## config.mk

```make
export PLATFORM = sky130hd
export DESIGN_NAME = receive_control
export DESIGN_NICKNAME = d
export VERILOG_FILES = /design/src/rtl/cdc_hs_pkg.sv /design/src/rtl/sync_bit.sv /design/src/rtl/receive_control.sv
export SDC_FILE = /design/constraint.sdc
export NUM_CORES = 1
export LEC_CHECK = 0
export ABC_AREA = 1
export BUFFER_PORTS_ARGS = -buffer_cell sky130_fd_sc_hd__buf_4
export CELL_PAD_IN_SITES_DETAIL_PLACEMENT = 0
export CELL_PAD_IN_SITES_GLOBAL_PLACEMENT = 2
export CORE_ASPECT_RATIO = 1.4
export CORE_MARGIN = 10
export CORE_UTILIZATION = 22
export DETAILED_ROUTE_END_ITERATION = 12
export PLACE_DENSITY = 0.7
export REMOVE_ABC_BUFFERS = 1
export SYNTH_ARGS = -nofsm -noshare
export SYNTH_HDL_FRONTEND = slang
export SYNTH_SLANG_ARGS = --single-unit
```

## constraint.sdc

```tcl
create_clock -name bclk -period 0.9 [get_ports bclk]
set_input_delay 0.09 -clock bclk [delete_from_list [all_inputs] [get_ports bclk]]
set_output_delay 0.09 -clock bclk [all_outputs]
set_load 0.01 [all_outputs]
```

## src/rtl/cdc_hs_pkg.sv

```systemverilog
// Shared definitions for the toggle request/acknowledge CDC handshake pair.
package cdc_hs_pkg;

  typedef enum logic {
    IDLE  = 1'b0,
    VALID = 1'b1
  } rx_state_e;

  localparam int unsigned WIDTH_D_DEF     = 8;
  localparam int unsigned SYNC_STAGES_DEF = 2;
  localparam int unsigned SYNC_STAGES_MIN = 2;
  localparam int unsigned SYNC_STAGES_MAX = 4;

endpackage

```

## src/rtl/sync_bit.sv

```systemverilog
// Multi-flop single-bit synchroniser with synchronous active-high reset to 0.
module sync_bit #(
  parameter int unsigned STAGES = 2
) (
  input  logic clk,
  input  logic rst,
  input  logic d,
  output logic q
);

  logic [STAGES-1:0] chain;

  always_ff @(posedge clk) begin
    if (rst) begin
      chain <= '0;
    end else begin
      chain <= {chain[STAGES-2:0], d};
    end
  end

  assign q = chain[STAGES-1];

endmodule

```

## src/rtl/receive_control.sv

```systemverilog
// Receive side of the toggle CDC handshake: synchronise a_req, capture adin,
// present it with valid/ready and toggle b_ack when the consumer accepts.
module receive_control
  import cdc_hs_pkg::*;
#(
  parameter int unsigned WIDTH_D     = WIDTH_D_DEF,
  parameter int unsigned SYNC_STAGES = SYNC_STAGES_DEF
) (
  input  logic               bclk,
  input  logic               brst,
  input  logic               a_req,
  input  logic [WIDTH_D-1:0] adin,
  input  logic               bready,
  output logic [WIDTH_D-1:0] bdata,
  output logic               bvalid,
  output logic               b_ack,
  output logic               b_err
);

  rx_state_e          state_q, state_d;
  logic               req_s;
  logic               req_last;
  logic               req_edge;
  logic               edge_q;
  logic [WIDTH_D-1:0] bdata_d;
  logic               bvalid_d;
  logic               b_ack_d;
  logic               b_err_d;

  sync_bit #(
    .STAGES(SYNC_STAGES)
  ) u_req_sync (
    .clk(bclk),
    .rst(brst),
    .d  (a_req),
    .q  (req_s)
  );

  assign req_edge = req_s ^ req_last;

  // The edge is registered before the FSM sees it, so capture happens one
  // cycle after req_last catches up: SYNC_STAGES + 1 edges after first sample.
  always_ff @(posedge bclk) begin
    if (brst) begin
      req_last <= 1'b0;
      edge_q   <= 1'b0;
    end else begin
      req_last <= req_s;
      edge_q   <= req_edge;
    end
  end

  always_ff @(posedge bclk) begin
    if (brst) begin
      state_q <= IDLE;
      bdata   <= '0;
      bvalid  <= 1'b0;
      b_ack   <= 1'b0;
      b_err   <= 1'b0;
    end else begin
      state_q <= state_d;
      bdata   <= bdata_d;
      bvalid  <= bvalid_d;
      b_ack   <= b_ack_d;
      b_err   <= b_err_d;
    end
  end

  always_comb begin
    state_d  = state_q;
    bdata_d  = bdata;
    bvalid_d = bvalid;
    b_ack_d  = b_ack;
    b_err_d  = b_err;
    case (state_q)
      IDLE: begin
        if (edge_q) begin
          bdata_d  = adin;
          bvalid_d = 1'b1;
          state_d  = VALID;
        end
      end
      VALID: begin
        // A new request while a word is still pending is dropped unacknowledged.
        if (edge_q) begin
          b_err_d = 1'b1;
        end
        if (bready) begin
          bvalid_d = 1'b0;
          b_ack_d  = ~b_ack;
          state_d  = IDLE;
        end
      end
      default: state_d = IDLE;
    endcase
  end

endmodule

```

==> impl_metrics.toml <==
[run_status]
run_status = "complete, no violations"

[global_routing]
antenna_found_initial = 0
grt.total_usage_pct = 6.21
first_global_vias = 598
grt_max_degree = 10
grt_overflow = 0
grt_pass1_wl_mm = 2.61

[synthesis]
seq_area_frac_synth_pct = 51.6
yosysWarnings = 0
syn-cell-area_um2 = 621
netlist_instances = 80
synth_top_area_share_pct = 51.6
synth_area_leaders = "dfxtp_1, nor2_1, nor2_2"
synth-seq-cells = 16
synth_area_leader_cell = "dfxtp_1"
syn_avg_cell_area_um2 = 7.76
yosysUniqueCellTypes = 12

[critical_path]
reg2reg_slack_ns = 0.04
cp.depth = 1
cp_max_fo = 2
r2r.worst_path.cells = 5
worstSetupStartpointType = "register"
cp_data_required_time_ns = 0.81
worst_path_largest_cell_delay_ns = 0.36
critPathArrivalTime_ns = 0.78
crit_family = "flip-flops"
crit_path_end_kind = "primary output"
reg2reg_from = "edge_q$_SDFF_PP0_"
r2r-end = "bdata[3]$_SDFFE_PP0P_"
critPathSlowestCell = "dfxtp_1"
crit_type = "register to primary output"
crit_chain = "buf_4"
path_buf_inv = 1

[layout]
fillerInstances = 297
diodes = 0
finalNetCount = 127
postLayoutCellArea_um2 = 991
area_growth_pct = 59.7
drive_gt1_share_pct = 50.0

[sta]
setup_viol = 0
clock_skew_ns = 0.00349
fmax_mhz = 1150
maxSlewViolCount = 0
max_slew_margin_pct = 88.5
period_needed_ns = 0.871
timing.hold.ws_ns = 0.0657
fin_setup_tns_ns = 0
layout_setup_ws_ns = 0.0289
post-route-period-util_pct = 96.8
worstMarginPinSlew_ns = 0.171
hold_violations = 0
rsz0062_at_grt = "true"

[routing]
drt_iter0_drc = 2
ant_nets = 0
routed_wirelength_mm = 1.57
drt_drc_violations_left = 0
routedWlPerCell_um = 10.5
vias_per_cell = 3.80
route.vias.total = 570
drt-pass1-iter-count = 2

[placement]
dpl-instance-area_um2 = 842
routabilityCongestion = 0.665
post-place-ws_ns = -0.0120
dp_hpwl_mm = 1.17
port_buffers = 22

[run]
maxCapViolCount = 0

[clocking]
clock_latency_ns = 0.29
numCtsBuffers = 3
cts_sinks = 16
max-clock-path-buffers = 2
root_buffer = "clkbuf_4"
cts_tree = "done"
htree_levels = 1
clk_transition_reported_paths_ns = 0.10

[die]
die_x_um = 64.9
core_um2 = 2670
io_pins = 23
die_area_um2 = 5380
rows = 22
initial_utilization_pct = 23.2
die_y_um = 82.8

[hold_path]
whs_path_depth = 3
hp-class = "input port to register"
holdCritStartpoint = "bready"
min_to = "b_ack$_SDFFE_PP0P_"

[power_and_ir_drop]
power.density_nw_per_um2 = 1500
p_total_mw = 1.48
p_leak_nw = 0.484
ir_drop_v = 0.000575
flip-flops by register name, summed over array words and instances (netlist names):
register and cells:
b_ack 1, b_err 1, bdata 8, bvalid 1
edge_q 1, req_last 1, state_q 1, u_req_sync.chain 2
cell type report:
cell class	count	area, um^2	share of cell area, %
inverter	14	55.1	5.56
multi-input combinational	49	246	24.9
clock buffer	4	36.3	3.66
tap	36	45.0	4.55
sequential	16	337	34.0
timing repair buffer	31	272	27.4
layer usage:
metal	routed length [um]	GRT usage (%)
met1	623	6.08
met2	787	10.0
met3	111	2.55
met4	45	4.67
met5	0	0
metrics by stage:
stage	utilization, %	cells
after global routing	37.1	150
after CTS	34.4	147
final	37.1	150
after detailed placement	31.5	140
after global placement	31.5	140
after floorplan	-	79
synth_stat cells (all sizes together):
library cell and number:
nand2 11, buf 1, nor2 25, a21oi 3, nand3 9, xnor2 1, inv 14, dfxtp 16
report_power, final:
group | switching [mW] | internal [mW] | total, mW | leakage, nW
Combinational | 0.102 | 0.134 | 0.236 | 0.327
Sequential | 0.0242 | 0.744 | 0.768 | 0.136
Clock | 0.233 | 0.246 | 0.480 | 0.0210
Total | 0.360 | 1.12 | 1.48 | 0.484
cell usage in the layout (no fill, tap or decap), drive strengths merged:
master,n
nand3,9
dlygate4sd3,2
inv,14
a21oi,3
buf,28
nand2,11
clkbuf,5
dfxtp,16
nor2,25
xnor2,1
worst max-delay path by stage:
stage	startpoint	to
after floorplan	edge_q$_SDFF_PP0_	bdata[0]$_SDFFE_PP0P_
after global placement	edge_q$_SDFF_PP0_	bdata[5]$_SDFFE_PP0P_
after detailed placement	edge_q$_SDFF_PP0_	bdata[1]$_SDFFE_PP0P_
after CTS	bdata[7]$_SDFFE_PP0P_	bdata[7]
after global routing	edge_q$_SDFF_PP0_	bvalid$_SDFFE_PP0P_
final	bvalid$_SDFFE_PP0P_	bvalid
cells by family after synthesis:
group	after synthesis	share of synthesized area, %
flops	16	51.6
compound gates	3	2.42
buf+inv	15	10.7
xor+xnor	1	1.41
simple gates	45	33.9
what timing repair did:
item	CTS	global route
hold buffers	2	0
buffers inserted	1	2
cloned	0	1
setup endpoints to repair	10	20
resized for setup	1	15
endpoints found under the hold margin	5	0
pin swaps	1	9
Note: power is estimated with default switching activity, not from simulation.
